===== config.mk =====
export PLATFORM = sky130hd
export DESIGN_NAME = score_digit_converter
export DESIGN_NICKNAME = d
export VERILOG_FILES = /design/src/rtl/score_digit_converter.sv
export SDC_FILE = /design/constraint.sdc
export NUM_CORES = 1
export LEC_CHECK = 0
export ABC_AREA = 1
export BUFFER_PORTS_ARGS = -buffer_cell sky130_fd_sc_hd__buf_2
export CORE_UTILIZATION = 45
export CTS_BUF_LIST = sky130_fd_sc_hd__clkbuf_2 sky130_fd_sc_hd__clkbuf_4 sky130_fd_sc_hd__clkbuf_8
export DETAILED_ROUTE_END_ITERATION = 10
export HOLD_SLACK_MARGIN = 0.15
export PLACE_DENSITY = 0.7
export SYNTH_ARGS = -nofsm -noshare
export SYNTH_HDL_FRONTEND = slang
export SYNTH_SLANG_ARGS = --single-unit

===== constraint.sdc =====
create_clock -name clk -period 4 [get_ports clk]
set_clock_uncertainty 0.1 [all_clocks]
set_input_delay 0.4 -clock clk [delete_from_list [all_inputs] [get_ports clk]]
set_output_delay 0.4 -clock clk [all_outputs]
set_load 0.01 [all_outputs]

===== src/rtl/score_digit_converter.sv =====
// Sequential double-dabble binary-to-BCD converter for the score display, with a one-deep pending slot.
// Digits are committed at a frame boundary (or right after conversion when SYNC_TO_FRAME=0) so glyphs never tear.
module score_digit_converter #(
  parameter int SCORE_W       = 10,
  parameter int MAX_SCORE     = 999,
  parameter int SYNC_TO_FRAME = 1
) (
  input  logic               clk,
  input  logic               resetn,
  input  logic [SCORE_W-1:0] score,
  input  logic               score_valid,
  input  logic               frame_start,
  output logic               busy,
  output logic [3:0]         digit_hund,
  output logic [3:0]         digit_tens,
  output logic [3:0]         digit_ones,
  output logic               digits_valid,
  output logic               overflow
);

  localparam logic [SCORE_W-1:0] MAX_LIM  = SCORE_W'(MAX_SCORE);
  localparam logic [3:0]         LAST_CNT = 4'(SCORE_W - 1);

  typedef enum logic [1:0] {IDLE, CONVERT, HOLD} state_t;

  state_t             state, state_nxt;
  logic [SCORE_W-1:0] bin_q;
  logic [11:0]        bcd_q;
  logic [3:0]         cnt_q;
  logic               clamp_q;
  logic               pend_vld_q;
  logic [SCORE_W-1:0] pend_val_q;
  logic               pend_ovf_q;

  logic               in_ovf;
  logic [SCORE_W-1:0] in_val;
  logic [11:0]        bcd_adj;
  logic [11:0]        bcd_shift;
  logic [SCORE_W-1:0] bin_shift;
  logic               commit;
  logic               start_conv;
  logic [SCORE_W-1:0] ld_val;
  logic               ld_ovf;

  always_comb begin
    in_ovf = (score > MAX_LIM);
    in_val = in_ovf ? MAX_LIM : score;
  end

  // Double-dabble step: add 3 to any nibble >= 5, then shift {bcd, bin} left by one.
  always_comb begin
    bcd_adj = bcd_q;
    for (int i = 0; i < 3; i++) begin
      if (bcd_q[4*i +: 4] >= 4'd5) bcd_adj[4*i +: 4] = bcd_q[4*i +: 4] + 4'd3;
    end
    {bcd_shift, bin_shift} = {bcd_adj, bin_q} << 1;
  end

  always_comb begin
    commit     = (state == HOLD) && (frame_start || (SYNC_TO_FRAME == 0));
    start_conv = ((state == IDLE) && score_valid) || (commit && (score_valid || pend_vld_q));
    // A request on the commit edge is newer than anything in the slot, so it wins.
    ld_val     = score_valid ? in_val : pend_val_q;
    ld_ovf     = score_valid ? in_ovf : pend_ovf_q;
  end

  always_comb begin
    state_nxt = state;
    case (state)
      IDLE:    if (score_valid) state_nxt = CONVERT;
      CONVERT: if (cnt_q == LAST_CNT) state_nxt = HOLD;
      HOLD:    if (commit) state_nxt = (score_valid || pend_vld_q) ? CONVERT : IDLE;
      default: state_nxt = IDLE;
    endcase
  end

  always_ff @(posedge clk or negedge resetn) begin
    if (!resetn) state <= IDLE;
    else         state <= state_nxt;
  end

  always_ff @(posedge clk or negedge resetn) begin
    if (!resetn) begin
      bin_q   <= '0;
      bcd_q   <= '0;
      cnt_q   <= '0;
      clamp_q <= 1'b0;
    end else if (start_conv) begin
      bin_q   <= ld_val;
      bcd_q   <= '0;
      cnt_q   <= '0;
      clamp_q <= ld_ovf;
    end else if (state == CONVERT) begin
      bin_q   <= bin_shift;
      bcd_q   <= bcd_shift;
      cnt_q   <= cnt_q + 4'd1;
    end
  end

  always_ff @(posedge clk or negedge resetn) begin
    if (!resetn) begin
      pend_vld_q <= 1'b0;
      pend_val_q <= '0;
      pend_ovf_q <= 1'b0;
    end else if (start_conv) begin
      pend_vld_q <= 1'b0;
    end else if (score_valid && (state != IDLE)) begin
      pend_vld_q <= 1'b1;
      pend_val_q <= in_val;
      pend_ovf_q <= in_ovf;
    end
  end

  always_ff @(posedge clk or negedge resetn) begin
    if (!resetn) begin
      digit_hund   <= '0;
      digit_tens   <= '0;
      digit_ones   <= '0;
      digits_valid <= 1'b0;
      overflow     <= 1'b0;
    end else if (commit) begin
      digit_hund   <= bcd_q[11:8];
      digit_tens   <= bcd_q[7:4];
      digit_ones   <= bcd_q[3:0];
      digits_valid <= 1'b1;
      overflow     <= clamp_q;
    end
  end

  assign busy = (state != IDLE);

endmodule


== After elaboration in Yosys (flattened, before gate mapping) ==
Index checks and enable logic that the tools add are counted.
Operators by class
  shift-type cells: 0
  div/mod/pow operators: 0
  order comparisons: 4
  multipliers: 0
  multiplexer cells: 19
  $add $sub $neg: 4
  reduce and logical (&&, ||, !) cells: 12
  bitwise operators: 1
  equal/unequal tests: 6
Operator list (number)
  $mux W10: 4
  $mux W12: 2
  $mux W4: 4
  $ge A4 B3 Y1 const B: 3
  $gt A10 B10 Y1 const B: 1
  $add A4 B2 Y4 const B: 2
  $mux W2: 3
  $ne A2 B2 Y1 const B: 3
  $pmux W2 S3: 1
  $reduce_bool A2 Y1: 3
  $add A4 B1 Y4 const B: 1
  $eq A4 B4 Y1 const B: 1
  $logic_and A1 B1 Y1: 4
  $mux W1: 4
  $add A3 B2 Y3 const B: 1
  $mux W3: 1
  $reduce_and A3 Y1: 1
  $eq A2 B1 Y1 const B: 1
  $eq A2 B2 Y1 const B: 1
  $logic_not A2 Y1: 1
  $logic_or A1 B1 Y1: 2
  $reduce_and A2 Y1: 1
  $not A1 Y1: 1
Word-level totals
  input port bits: 14
  flip-flop bits (word level): 55
  memories kept: 0
  bits in read-only memories: 0
  output and inout bits: 15
  bits in writable memories: 0
  logic and storage cells: 59
  bits in latches: 0

== Longest topological paths before layout ==
  word-level depth: 6
  mapped depth: 9
  gate-level depth less buffers: 9

== Worst setup path before layout ==
Ideal clock, no wire load.
  path kind: register to register
  from: register bcd_q[0]
  to: register bcd_q[2]
  required time: 3.776 ns
  data arrival time: 1.114 ns
  setup time: 0.124 ns
  path slack: 2.662 ns
  path buffers: 0
  stages on the path, launching flop included: 8
  period minus slack after synthesis: 1.338 ns
  cell sequence: dfrtp_1 > inv_1 > ha_1 > inv_1 > nand2_1 > nand3_1 > o211ai_1 > nand2_1
Between the ends
  word-level cells in the longest chain between the ends: 4
  elaborated cells on any way between the ends: 5
  classes of those cells: add/sub (1); order compare (1); mux (3)
Ends and longest elaborated chain
  start: declaration: line 28  | logic [11:0] bcd_q;
  start signal: assignment: line 95  | bcd_q <= bcd_shift;
  $add A4 B2 Y4 or $ge A4 B3 Y1 (tied branches): line 54  | if (bcd_q[4*i +: 4] >= 4'd5) bcd_adj[4*i +: 4] = bcd_q[4*i +: 4] + 4'd3;
  $mux W4 (*): line 54
  $mux W12 (*): line 93  | end else if (state == CONVERT) begin
  $mux W12 (*): line 88  | end else if (start_conv) begin
Mark *: on every way between the ends. The rest lies on a longest branch, timed or not. The select of a mux whose other input is x is not followed.
A chain may end at the register's enable or synchronous reset.

== Final worst setup path ==
  from: register state[1]
  to: register bin_q[0]
Between the ends
  word-level cells in the longest chain between the ends: 5
  elaborated cells on any way between the ends: 9
  classes of those cells: eq/ne (2); mux (1); reduce/logical (6)
Ends and longest elaborated chain
  start: declaration: line 26  | state_t state, state_nxt;
  start signal: assignment: line 79  | else state <= state_nxt;
  $eq A2 B2 Y1: line 60  | commit = (state == HOLD) && (frame_start || (SYNC_TO_FRAME == 0));
  $logic_and A1 B1 Y1: line 60
  $logic_and A1 B1 Y1: line 61  | start_conv = ((state == IDLE) && score_valid) || (commit && (score_valid || pend_vld_q));
  $logic_or A1 B1 Y1: line 61
  $mux W10 or $reduce_bool A2 Y1 (tied branches)
  end signal: assignment: line 89  | bin_q <= ld_val;
  end signal: assignment: line 94  | bin_q <= bin_shift;
  end: declaration: line 27  | logic [SCORE_W-1:0] bin_q;
Parallel ways exist; a longest one is shown, timed or not.

==> results.toml <==
[outcome]
status = "finished clean"

[drt]
antenna_left = 0
drt_iter0_drc = 105
wl_per_cell_um = 11.9
via_count = 2122
via_per_inst = 5.04
drt-pass1-iter-count = 4
wl_mm = 5.03
drc = 0

[sta]
max_freq_ghz = 0.496
worst_pin_slew_ns = 0.576
fin_tns_setup_ns = 0
finalCritPeriodShare = 0.504
setup_violations = 0
final.min_clock_period_ns = 2.02
final_max_slew_viol_count = 0
hold_violations = 0
timing.hold.ws_ns = 0.225
slew-limit-headroom = 0.615
rsz0062_at_grt = "no"

[critical_path]
regToRegEndpoint = "bin_q[0]"
end_kind = "flip-flop"
reg2reg_from = "state[1]"
crit_type = "flip-flop to flip-flop"
ff2ff_setup_slack_ns = 1.98
cp-start-kind = "flip-flop"
cp_max_fo = 25
reg2reg_depth = 6
crit_arrival_ns = 2.13
required_ns = 4.11

[global_routing]
grt_start_max_net_pins = 40
antenna_found_initial = 0
grt_pass1_vias = 2032
grt_pass1_wl_mm = 9.17
grt_use_total = 0.185
overflow = 0

[placement]
numPortBuffers = 28
routabilityCongestion = 0.797
dp_hpwl_mm = 3.57
place_inst = 412

[logic_synthesis]
yosysTopAreaCellShare = 0.509
syn_inst = 322
synth_area_per_cell_um2 = 8.40
ys.warnings.count = 0
seq_area_frac_synth = 0.509
synth_area_leader_cell = "dfrtp_1"
synthTopCellsByArea = "dfrtp_1 51%, nand2_1 14%, inv_1 4.3%"
synth_area_um2 = 2700
synth_cell_types = 30
synth_seq_cells = 55
synthesis.nets = 344

[power_and_ir_drop]
cellInternalPower_uw = 1380
p_seq_frac = 0.408
peakVddDrop_uv = 304
p_clk_frac = 0.189
power_uw = 2300
pwr-share-comb = 0.403
switching_share = 0.399
p_leak_uw = 0.00157
switching_power_uw = 920
power.density_nw_per_um2 = 761

[cts]
postCtsSetupBuffers = 0
clockBufferDepth = 2
cts-root-buf = "clkbuf_8"
path_clk_slew_ns = 0.09
clkSinkCount = 55
cts_tree = "yes"
clkLatencyLatePin_ns = 0.32
cts-resized-gates = 0
h-tree-depth = 2
cts_hold_buf = 1
cts_buffers = 5

[finish]
n_fill_cell = 540
area_delta_synth_final_pct = 12.0
nets = 370
final_cells = 421
drive_gt1_frac = 0.175
antenna_cells = 0

[min_path]
min_from = "frame_start"
hold_path_depth = 2
min_to = "state[1]"
hp-class = "input pin to flip-flop"

[floorplanning]
core-area_um2 = 5640
rows = 27
die_height_um = 79.5
die_area_um2 = 6320
ios = 29
die-width_um = 79.5
initial_core_util = 0.479

[run]
maxCapViolations = 0
[sequential cells by signal (all words and copies together) (netlist names)]
| register | count |
|---|---|
| bcd_q | 12 |
| bin_q | 10 |
| clamp_q | 1 |
| cnt_q | 4 |
| digit_hund | 4 |
| digit_ones | 4 |
| digit_tens | 4 |
| digits_valid | 1 |
| overflow | 1 |
| pend_ovf_q | 1 |
| pend_val_q | 10 |
| pend_vld_q | 1 |
| state | 2 |
[worst max-delay path: stages (launching register included)]
cell	delay, ns
dfrtp_1	0.46
nor2_4	0.50
inv_2	0.22
nand2_2	0.33
inv_2	0.14
nand2_1	0.09
nand2_1	0.05
[cell type report]
type	instances	area (um^2)	share of cell area
timing repair buffer	30	158	0.0521
clock buffer	5	68.8	0.0227
multi-input combinational	222	1140	0.376
sequential	55	1380	0.455
clock inverter	3	67.6	0.0223
inverter	34	128	0.0421
tap	72	90.1	0.0298
[synthesized netlist by cell type]
cell type / n
nand2_4: 1
a21oi_2: 1
nand4_1: 4
xor2_1: 2
clkinv_1: 1
ha_1: 8
o21ai_0: 23
a21oi_1: 3
nor2_4: 1
nand3_4: 1
nand3_1: 23
o211ai_1: 6
buf_2: 3
inv_1: 31
nor3_1: 2
nor2_1: 17
clkbuf_1: 6
nand2_2: 4
nand3b_1: 2
nor2_2: 2
o22ai_2: 1
buf_6: 2
o21ai_1: 9
o21ai_2: 8
nand3_2: 1
nand2_1: 100
or2_2: 2
dfrtp_1: 55
o22ai_1: 1
inv_2: 2
[layout by cell type (no fill, tap or decap), types with 2 or more instances in the layout]
| cell | Yosys | final |
|---|---|---|
| a21oi_1 | 3 | 3 |
| buf_2 | 3 | 28 |
| bufinv_16 | 0 | 2 |
| clkbuf_8 | 0 | 5 |
| dfrtp_1 | 55 | 55 |
| ha_1 | 8 | 8 |
| inv_1 | 31 | 31 |
| inv_2 | 2 | 2 |
| nand2_1 | 100 | 100 |
| nand2_2 | 4 | 4 |
| nand3_1 | 23 | 23 |
| nand3b_1 | 2 | 2 |
| nand4_1 | 4 | 4 |
| nor2_1 | 17 | 17 |
| nor2_2 | 2 | 2 |
| nor3_1 | 2 | 2 |
| o211ai_1 | 6 | 6 |
| o21ai_0 | 23 | 23 |
| o21ai_1 | 9 | 9 |
| o21ai_2 | 8 | 8 |
| or2_2 | 2 | 2 |
| xor2_1 | 2 | 2 |
[power by group through the flow]
| stage | clock [uW] | sequential [uW] | combinational [uW] |
|---|---|---|---|
| 2_1_floorplan | 0 | 942 | 726 |
| 3_3_place_gp | 0 | 947 | 907 |
| 3_5_place_dp | 0 | 949 | 936 |
| 4_1_cts | 445 | 940 | 941 |
| 5_1_grt | 467 | 971 | 1100 |
| 6_report | 436 | 940 | 928 |
[through the flow]
stage               setup WS, ns   util  area, um^2
finish                      1.98  0.537        3030
global route                1.78  0.537        3030
CTS                         1.97  0.537        3030
detailed placement          1.99  0.511        2880
global placement            2.07  0.511        2880
floorplan                   2.66      -        2700
[worst max path at each step]
stage	slack (ns)	startpoint	end	depth (start not counted)
floorplan	2.66	bcd_q[0]	bcd_q[2]	7
global placement	2.07	state[1]	bcd_q[6]	6
detailed placement	1.99	state[1]	bin_q[0]	6
CTS	1.97	state[1]	bin_q[0]	6
global route	1.78	state[1]	bin_q[0]	6
finish	1.98	state[1]	bin_q[0]	6
[routing by layer]
layer	part of all wire	routed length, um	vias up	global-route usage
met5	0	0	-	0
met4	0.011	53	0	0.0491
met3	0.033	167	5	0.0411
met2	0.45	2250	36	0.296
met1	0.51	2560	990	0.254
li1	-	-	1091	-
[cell families after synthesis]
family                   count (synthesis)  share of synthesized area
AND/OR/NAND/NOR                        160                      0.261
flip-flops                              55                      0.509
AO/OA/AOI/OAI                           52                      0.118
buffers and inverters                   45                     0.0694
adder cells (fa/ha/maj)                  8                     0.0370
XOR/XNOR                                 2                    0.00648
Note: power is estimated with default switching activity, not from simulation.
